==> src/rtl/img_deci_frame_ctrl.sv <==
// img_deci_frame_ctrl: frame sequencer gating a valid/ready stream into the 2x2 decimator, counting beats per frame.
// Optional drain watchdog enabled by defining IMG_DECI_FRAME_CTRL_TIMEOUT_EN.
module img_deci_frame_ctrl #(
  parameter int IMG_WIDTH   = 2048,
  parameter int IMG_HEIGHT  = 2048,
  parameter int TIMEOUT_CYC = 4096
)(
  input  logic        clk,
  input  logic        rst,
  input  logic        start,
  input  logic        clr_err,
  input  logic [63:0] s_data,
  input  logic        s_valid,
  output logic        s_ready,
  output logic [63:0] deci_din,
  output logic        deci_din_valid,
  output logic        deci_frame_start,
  input  logic        deci_dout_valid,
  output logic        busy,
  output logic        done,
  output logic        err,
  output logic [15:0] frame_cnt,
  output logic [23:0] in_beat_cnt,
  output logic [23:0] out_beat_cnt
);
  localparam int LINE_BEATS = IMG_WIDTH / 8;
  localparam int IN_BEATS   = LINE_BEATS * IMG_HEIGHT;
  localparam int OUT_BEATS  = LINE_BEATS * IMG_HEIGHT / 2;
  typedef enum logic [2:0] {IDLE, SOF, RUN, DRAIN, DONE, ERR} state_t;
  state_t state, state_nx;
  logic accept, strobe, last_in, out_full, tmo;
  assign s_ready          = state == RUN;
  assign deci_frame_start = state == SOF;
  assign busy             = state != IDLE;
  assign done             = state == DONE;
  assign err              = state == ERR;
  assign accept           = s_valid & s_ready;
  assign strobe           = deci_dout_valid & (state == RUN || state == DRAIN);
  assign last_in          = accept & (in_beat_cnt == 24'(IN_BEATS - 1));
  assign out_full         = out_beat_cnt == 24'(OUT_BEATS);
`ifdef IMG_DECI_FRAME_CTRL_TIMEOUT_EN
  logic [15:0] wd;
  // held at zero outside DRAIN, so entering DRAIN always starts from a clean count
  always_ff @(posedge clk or posedge rst)
    if (rst) wd <= '0;
    else wd <= (state == DRAIN && !deci_dout_valid) ? wd + 16'd1 : '0;
  assign tmo = !deci_dout_valid && wd == 16'(TIMEOUT_CYC - 1);
`else
  assign tmo = TIMEOUT_CYC < 0;
`endif
  // an extra output strobe beats both drain completion and the watchdog
  always_comb begin
    state_nx = state;
    case (state)
      IDLE:    state_nx = start ? SOF : IDLE;
      SOF:     state_nx = RUN;
      RUN:     state_nx = (strobe && out_full) ? ERR : last_in ? DRAIN : RUN;
      DRAIN:   state_nx = (strobe && out_full) ? ERR : out_full ? DONE : tmo ? ERR : DRAIN;
      DONE:    state_nx = IDLE;
      ERR:     state_nx = clr_err ? IDLE : ERR;
      default: state_nx = IDLE;
    endcase
  end
  always_ff @(posedge clk or posedge rst)
    if (rst) begin
      state          <= IDLE;
      deci_din       <= '0;
      deci_din_valid <= 1'b0;
      frame_cnt      <= '0;
      in_beat_cnt    <= '0;
      out_beat_cnt   <= '0;
    end else begin
      state          <= state_nx;
      deci_din_valid <= accept;
      if (accept) deci_din <= s_data;
      if (state == IDLE && start) begin
        in_beat_cnt  <= '0;
        out_beat_cnt <= '0;
      end
      if (accept) in_beat_cnt <= in_beat_cnt + 24'd1;
      if (strobe && !out_full) out_beat_cnt <= out_beat_cnt + 24'd1;
      if (state == DONE) frame_cnt <= frame_cnt + 16'd1;
    end
endmodule

==> config.mk <==
export PLATFORM = sky130hd
export DESIGN_NAME = img_deci_frame_ctrl
export DESIGN_NICKNAME = d
export VERILOG_FILES = /design/src/rtl/img_deci_frame_ctrl.sv
export SDC_FILE = /design/constraint.sdc
export NUM_CORES = 1
export LEC_CHECK = 0
export BUFFER_PORTS_ARGS = -buffer_cell sky130_fd_sc_hd__clkbuf_2
export CORE_UTILIZATION = 25
export DETAILED_ROUTE_END_ITERATION = 10
export SYNTH_ARGS = -nofsm -noshare
export SYNTH_HDL_FRONTEND = slang
export SYNTH_SLANG_ARGS = --single-unit
==> constraint.sdc <==
create_clock -name clk -period 4.5 [get_ports clk]
set_clock_uncertainty 0.2 [all_clocks]
set_input_delay 0.45 -clock clk [delete_from_list [all_inputs] [get_ports clk]]
set_output_delay 0.45 -clock clk [all_outputs]
set_load 0.01 [all_outputs]
# Yosys cells after proc, flatten, opt, wreduce, memory -nomap -nowiden
# Cells that the tools add are included.
# W data, S select, Z words.
dict set report totals {
  reg_bits 132
  latchBits 0
  ramBits 0
  romBits 0
  output_inout_bits 134
  mem_count 0
}
dict set report classes {
  addsub 3
  multipliers 0
  n_div 0
  n_lt_le_gt_ge 0
  n_eq_ne 7
  n_shift 0
  mux 10
  n_bitwise 3
  n_reduce_logical 9
}
# operator count
set ops {}
lappend ops {{$mux W24} 3}
lappend ops {{$add A24 B1 Y24 const B} 2}
lappend ops {{$eq A24 B19 Y1 const B} 2}
lappend ops {{$add A16 B1 Y16 const B} 1}
lappend ops {{$pmux W3 S5} 1}
lappend ops {{$mux W3} 4}
lappend ops {{$eq A3 B2 Y1 const B} 2}
lappend ops {{$eq A3 B3 Y1 const B} 2}
lappend ops {{$reduce_bool A2 Y1} 2}
lappend ops {{$and A1 B1 Y1} 3}
lappend ops {{$eq A3 B1 Y1 const B} 1}
lappend ops {{$logic_and A1 B1 Y1} 3}
lappend ops {{$logic_not A3 Y1} 1}
lappend ops {{$reduce_bool A3 Y1} 1}
lappend ops {{$mux W1} 2}
lappend ops {{$logic_not A1 Y1} 1}
lappend ops {{$logic_or A1 B1 Y1} 1}

# Depth between registers and ports, before layout
# Gate-level depths: netlist of run 1.
dict set report depth {
  ltp_word 6
  ltp_mapped 7
  ltp_nobuf 6
}

# Least setup slack after synthesis of run 1
# OpenSTA, ideal clock, no wires.
dict set report synth_path {
  path_type {register to register}
  from {reg out_beat_cnt[0]}
  to {reg out_beat_cnt[1]}
  setup_time_ps 125
  arrival_time_ps 1775
  t_required_ps 4175
  slack_ps 2400
  stages_incl_launch_ff 7
  synth_period_minus_slack_ps 2100
  cell_sequence {dfrtp_1 -> inv_1 -> ha_1 -> nor4b_1 -> nand4_1 -> o21ai_0 -> mux2_2}
}
dict set report synth_between {
  elab_chain_cells 4
  elab_cells_between_ends 6
}
# item line_no
set synth_rtl {}
lappend synth_rtl {{start: declaration} 24} ;# output logic [23:0] out_beat_cnt
lappend synth_rtl {{start signal: assignment} 81} ;# if (strobe && !out_full) out_beat_cnt <= out_beat_cnt + 24'd1;
lappend synth_rtl {{parallel branches: the longest is 4 deep, another holds $add A24 B1 Y24} -}
# Several ways; the timed one is not identified.
# A chain may end at the register's enable or synchronous reset.

# Worst setup path in the final report of run 1
dict set report layout_path {
  from {reg state[2]}
  to {reg in_beat_cnt[21]}
}
dict set report layout_between {
  elab_chain_cells 3
  elab_cells_between_ends 6
}
# item line_no
set layout_rtl {}
lappend layout_rtl {{start: declaration} 30} ;# state_t state, state_nx;
lappend layout_rtl {{start signal: assignment} 73} ;# state <= state_nx;
lappend layout_rtl {{$eq A3 B2 Y1 / $logic_not A3 Y1 (equally long branches)} {32, 76}}
lappend layout_rtl {{$and A1 B1 Y1 / $logic_and A1 B1 Y1 (equally long branches)} {37, 76}}
lappend layout_rtl {{$mux W24 / $reduce_bool A2 Y1 (equally long branches)} -}
lappend layout_rtl {{end signal: assignment} 80} ;# if (accept) in_beat_cnt <= in_beat_cnt + 24'd1;
lappend layout_rtl {{end: declaration} 23} ;# output logic [23:0] in_beat_cnt,
# Several ways; a longest one is shown, not always the timed one.

==> results.toml, run 1 <==
[final_layout]
multiInputGateArea_mm2 = 0.002454
seq_area_mm2 = 0.003303
final_area_mm2 = 0.007890
final_layout_size_suffix_gt1_share_pct = 30.40
antenna_cells = 0
synthToLayoutAreaGrowth_pct = 33.46
final_core_util_pct = 34.43
final_cell_count_no_fill = 1155
n_fill_cell = 2380
nNetsFinal = 903

[yosys]
ys_types = 44
seq_area_frac_synth_pct = 55.87
synth-seq-cells = 132
synth_top_family_by_area = "simple AND/OR/NAND/NOR gates"
synth_edf_count = 0
synth_fa_ha_area_share_pct = 0.8466
ys.flop_type = "dfrtp_1"
synth_fp_nets = 695
synth_compound_area_share_pct = 2.476
netlist_area_mm2 = 0.005912
syn_area_per_cell_um2 = 9.520
synth-simple-area-share_pct = 29.33
syn-instance-count = 621
async_flop_share_pct = 100.0
synth_mux_area_share_pct = 6.476
synth_xor_area_share_pct = 2.370
synth_warnings = 0

[drt]
ant_nets = 0
dr.pass1.iters = 4
drt_iter0_drc = 266
route.detailed.wl_per_inst_um = 14.18
vias = 5064
drc = 0
viasPerCell = 4.384
wl_um = 16380

[power]
power.density_mw_per_mm2 = 507.7
power_leakage_nw = 4.295
ir_worst_vdd_mv = 0.2562
total_power_mw = 4.006

[die]
die-area_mm2 = 0.02427
dieHeight_um = 155.8
start_util_pct = 25.80
coreArea_mm2 = 0.02292
ios = 204
fp-row-count = 55
die_x_um = 155.8

[setup_path]
critPathArrivalTime_ns = 2.81
path_buf_inv = 0
regToRegSetupSlack_ns = 1.83
end_kind = "flip-flop"
crit_fanout = 29
slowest_delay_ns = 0.74
cpMaxStageDelayCell = "or4_4"
crit_type = "flip-flop to flip-flop"
start_kind = "flip-flop"
path_cells = "nand4bb_4, or4_4, nor4_4, mux2i_1"
cp_top_family = "simple AND/OR/NAND/NOR gates"
worstPathRequired_ns = 4.64

[global_route]
antenna_found_initial = 0
grt_pass1_wl_um = 26290
grt_max_degree = 75
grt_pass1_vias = 4952
grt_usage_pct = 14.01
grt-ovfl-total = 0

[cts]
clockBufferDepth = 2
cts_tree = "yes"
cts_resized = 0
cts_root_buffer = "clkbuf_16"
clkLatencyLatePin_ns = 0.41
cts.htree.levels = 4
post_cts_buffers = 0
clk_pin_slew_ns = 0.06
clock-sinks = 132
numCtsBuffers = 17

[placed_design]
hpwlAfterDp_um = 11480
port_buffers = 203
placed_area_mm2 = 0.007237
pre_cts_ws_ns = 1.783
place_inst = 1114
gp_congestion = 0.7628

[timing]
fin_setup_tns_ns = 0
setup_slack_ns = 1.831
setup-violations-final = 0
maxSlewViolCount = 0
rsz0062_at_grt = "no"
period_needed_ns = 2.669
fmax_mhz = 374.6
max_slew_margin_pct = 16.98
whs_ns = 0.02345
period_share_pct = 59.32
hold_viol_final = 0
worst_pin_slew_ns = 1.228

[flow_run]
drv_cap = 0

[worst_hold_path]
hp-class = "primary input to flip-flop"

[outcome]
status = "completed"
[cells in the final DEF, fill, tap and decap left out, drive strengths merged, types with 2 or more instances in the layout]
cell type,n
o31ai,2
a31oi,2
and2,4
nand3b,3
clkinv,3
clkbuf,223
xor2,8
clkinvlp,7
buf,4
and4,6
nor2,16
ha,4
nor4,8
dfrtp,132
mux2i,36
nor4b,3
nor3,12
dlygate4sd3,9
nand3,29
nand2,256
nand4,16
xnor2,8
or2,3
mux2,2
or4,4
nand4bb,2
a31o,2
inv,11
and3,7
o21ai,10
[worst reg2reg max path: stages (launching register included)]
cell and delay [ns]:
dfrtp_1 0.51, nand4bb_4 0.64, or4_4 0.76, nor4_4 0.30, mux2i_1 0.20
[cells in the mapped netlist, drive strengths merged, types with 9 or more instances]
master  number  area share (%)
dfrtp      132              56
nand4       16             1.7
nor2        16             1.0
clkbuf      11            0.70
inv          9            0.57
buf         16             1.3
nand3       29             2.5
o21ai       10            0.85
nand2      256              16
mux2i       36             6.1
nor3        12             1.1
[final timing paths]
path / start / endpoint / depth (start not counted)
worst max-delay path: state[2]$_DFF_PP0_ / in_beat_cnt[21]$_DFFE_PP0P_ / 4
worst min-delay path: s_data[48] / deci_din[48]$_DFFE_PP0P_ / 3
worst max register to register: state[2]$_DFF_PP0_ / in_beat_cnt[21]$_DFFE_PP0P_ / 4
worst min register to register: frame_cnt[15]$_DFFE_PP0P_ / frame_cnt[15]$_DFFE_PP0P_ / 1
max in group asynchronous: rst / state[2]$_DFF_PP0_ / 4
min in group asynchronous: rst / deci_din[54]$_DFFE_PP0P_ / 3
[kinds of logic after synthesis]
family,count (synthesis)
AND/OR/NAND/NOR,372
AO/OA/AOI/OAI,22
adder cells (fa/ha/maj),4
XOR/XNOR,16
flip-flops,132
multiplexers,38
buffers and inverters,37
[what timing repair did]
item / in CTS / in global routing
setup endpoints to repair: 0 / 0
hold buffers: 9 / 0
endpoints found under the hold margin: 80 / 0
[area by class of cell]
cell class	count	share of cell area, %
clock buffer	20	5.788
clock inverter	12	1.348
inverter	10	0.5392
multi-input combinational	452	31.10
sequential	132	41.86
tap	313	4.964
timing repair buffer	216	14.40
[sequential cells by signal (all words and copies together) (netlist names)]
signal and flops:
state 3, deci_din_valid 1, frame_cnt 16, out_beat_cnt 24, in_beat_cnt 24, deci_din 64
[power breakdown]
part	switching [mW]	internal (mW)	total (mW)
Clock	0.547	0.787	1.33
Sequential	0.218	1.47	1.69
Combinational	0.600	0.385	0.985
Total	1.36	2.64	4.01
[routing by layer]
metal | share of wire [%] | wire length [um] | GRT usage [%]
met4 | 1.5 | 247 | 5.322
met3 | 7.7 | 1259 | 4.944
met1 | 43 | 7121 | 17.05
met2 | 47 | 7747 | 22.68
met5 | 0 | 0 | 0
No activity file was read; power rests on OpenSTA's default activity.
==> run 2: changes to the inputs <==
==> constraint.sdc (replaced) <==
create_clock -name clk -period 2.3 [get_ports clk]
set_clock_uncertainty 0.2 [all_clocks]
set_input_delay 0.23 -clock clk [delete_from_list [all_inputs] [get_ports clk]]
set_output_delay 0.23 -clock clk [all_outputs]
set_load 0.01 [all_outputs]
==> run 2 against run 1 <==
Compared with the run above:
- final cell count increased by 6.3%
- maximum frequency increased by 27%
- flip-flop and latch count unchanged
- critical endpoint unchanged
==> results.toml, run 2 (synthesis results as in run 1) <==
[setup_path]
worstPathRequired_ns = 2.44
critPathLaunch = "state[1]$_DFF_PP0_"
start_kind = "flip-flop"
end_kind = "flip-flop"
crit_type = "flip-flop to flip-flop"
r2r-start = "state[1]$_DFF_PP0_"
crit_fanout = 9
critPathArrivalTime_ns = 2.25

[power]
power_leakage_nw = 4.650
clkPwrFrac_pct = 33.4
power.density_mw_per_mm2 = 933.9
combPwrFrac_pct = 26.1
internal-power_mw = 5.294
total_power_mw = 8.090
ir_worst_vdd_mv = 0.5472
pwr-share-seq_pct = 40.5
swShare_pct = 34.56
p_sw_mw = 2.796

[timing]
rsz0062_at_grt = "no"
setup-violations-final = 0
maxSlewViolCount = 0
period_share_pct = 91.72
period_needed_ns = 2.110
worst_pin_slew_ns = 0.6974
fmax_mhz = 474.0
hold_viol_final = 0
max_slew_margin_pct = 53.41
fin_setup_tns_ns = 0

[die]
ios = 204
start_util_pct = 25.80
die_x_um = 155.8
fp-row-count = 55
dieHeight_um = 155.8
coreArea_mm2 = 0.02292
die-area_mm2 = 0.02427

[final_layout]
n_fill_cell = 2265
top_regs = "deci_din x64, in_beat_cnt x24, out_beat_cnt x24"
final_common_cell = "nand2_1"
synthToLayoutAreaGrowth_pct = 46.52
largest_register_ffs = 64
final_area_mm2 = 0.008662
top_register = "deci_din"
antenna_cells = 0
final_cell_count_no_fill = 1228
final_cell_mix = "nand2_1, clkbuf_2, dfrtp_1"
final_layout_size_suffix_gt1_share_pct = 29.84
nNetsFinal = 976

[placed_design]
hpwlAfterDp_um = 11610
port_buffers = 203
place_inst = 1130
placed_area_mm2 = 0.007418
gp_congestion = 0.8054

[global_route]
grt_max_degree = 70
grt-ovfl-total = 0
antenna_found_initial = 0
grt_pass1_vias = 5247
grt_pass1_wl_um = 27820
grt_usage_pct = 14.60

[drt]
drc = 0
drt_iter0_drc = 251
vias = 5381
wl_um = 17140
dr.pass1.iters = 4
viasPerCell = 4.382
route.detailed.wl_per_inst_um = 13.95
ant_nets = 0

[cts]
numCtsBuffers = 17
cts.htree.levels = 4
clk_pin_slew_ns = 0.06
clock-sinks = 132
clkLatencyLatePin_ns = 0.42
cts_tree = "yes"
clockBufferDepth = 2
cts_root_buffer = "clkbuf_16"
post_cts_buffers = 0

[worst_hold_path]
hp-class = "primary input to flip-flop"
hp-start = "deci_dout_valid"

[outcome]
status = "completed"

[flow_run]
drv_cap = 0
==> run 2: final cells by class <==
cell class / instances / area, um^2 / share of cell area, %
clock inverters: 14 / 143.9 / 1.661
well taps: 313 / 391.6 / 4.521
inverters: 10 / 41.29 / 0.4767
clock buffers: 18 / 439.2 / 5.070
flip-flops and latches: 132 / 3303 / 38.13
repair buffers: 289 / 1889 / 21.81
multi-input cells: 452 / 2454 / 28.33
==> run 2: routing by layer <==
layer,share of wire [%],vias to the layer above,wire [um],global-route usage (%)
li1,-,2639,-,-
met1,45,2546,7690,18.65
met2,47,173,7996,22.96
met3,6.6,23,1134,4.611
met4,1.8,0,314,5.509
met5,0,-,0,0
==> run 2: timing repair <==
item	4_1_cts	5_1_grt
hold endpoints to repair	85	0
hold buffers	66	0
resized for setup	0	0
==> run 2: critical path: stages, from the launching register on <==
cell and delay [ns]:
dfrtp_1 0.53, nand4bb_4 0.19, or4_4 0.61, nor4_4 0.30, mux2i_1 0.21
==> run 2: path summary, 6_finish.rpt <==
| check | to | slack (ns) | depth (start not counted) |
|---|---|---|---|
| setup / recovery | in_beat_cnt[21]$_DFFE_PP0P_ | 0.19 | 4 |
| hold / removal | out_beat_cnt[8]$_DFFE_PP0P_ | 0.07 | 3 |
| setup reg to reg | in_beat_cnt[21]$_DFFE_PP0P_ | 0.19 | 4 |
| hold reg to reg | frame_cnt[15]$_DFFE_PP0P_ | 0.27 | 1 |
| max in group asynchronous | deci_din[26]$_DFFE_PP0P_ | 1.03 | 4 |
| min in group asynchronous | deci_din[41]$_DFFE_PP0P_ | 0.26 | 3 |
==> run 2: per-stage QoR <==
| stage | setup slack (ns) | util [%] | hold slack [ns] |
|---|---|---|---|
| 6_report | 0.1905 | 37.80 | 0.06775 |
| 5_1_grt | 0.05301 | 37.80 | 0.08466 |
| 4_1_cts | 0.1807 | 37.80 | 0.04422 |
| 3_5_place_dp | 0.1842 | 32.37 | 0.1820 |
| 3_3_place_gp | 0.2355 | 32.37 | 0.1773 |
| 2_1_floorplan | 0.2004 | - | 0.1354 |
==> run 2: power by group through the flow <==
stage | combinational (mW) | clock, mW | sequential (mW)
detailed placement | 2.05 | 0 | 3.29
finish | 2.11 | 2.70 | 3.28
CTS | 2.13 | 2.80 | 3.27
floorplan | 0.845 | 0 | 3.51
global route | 2.37 | 2.88 | 3.36
global placement | 2.01 | 0 | 3.29
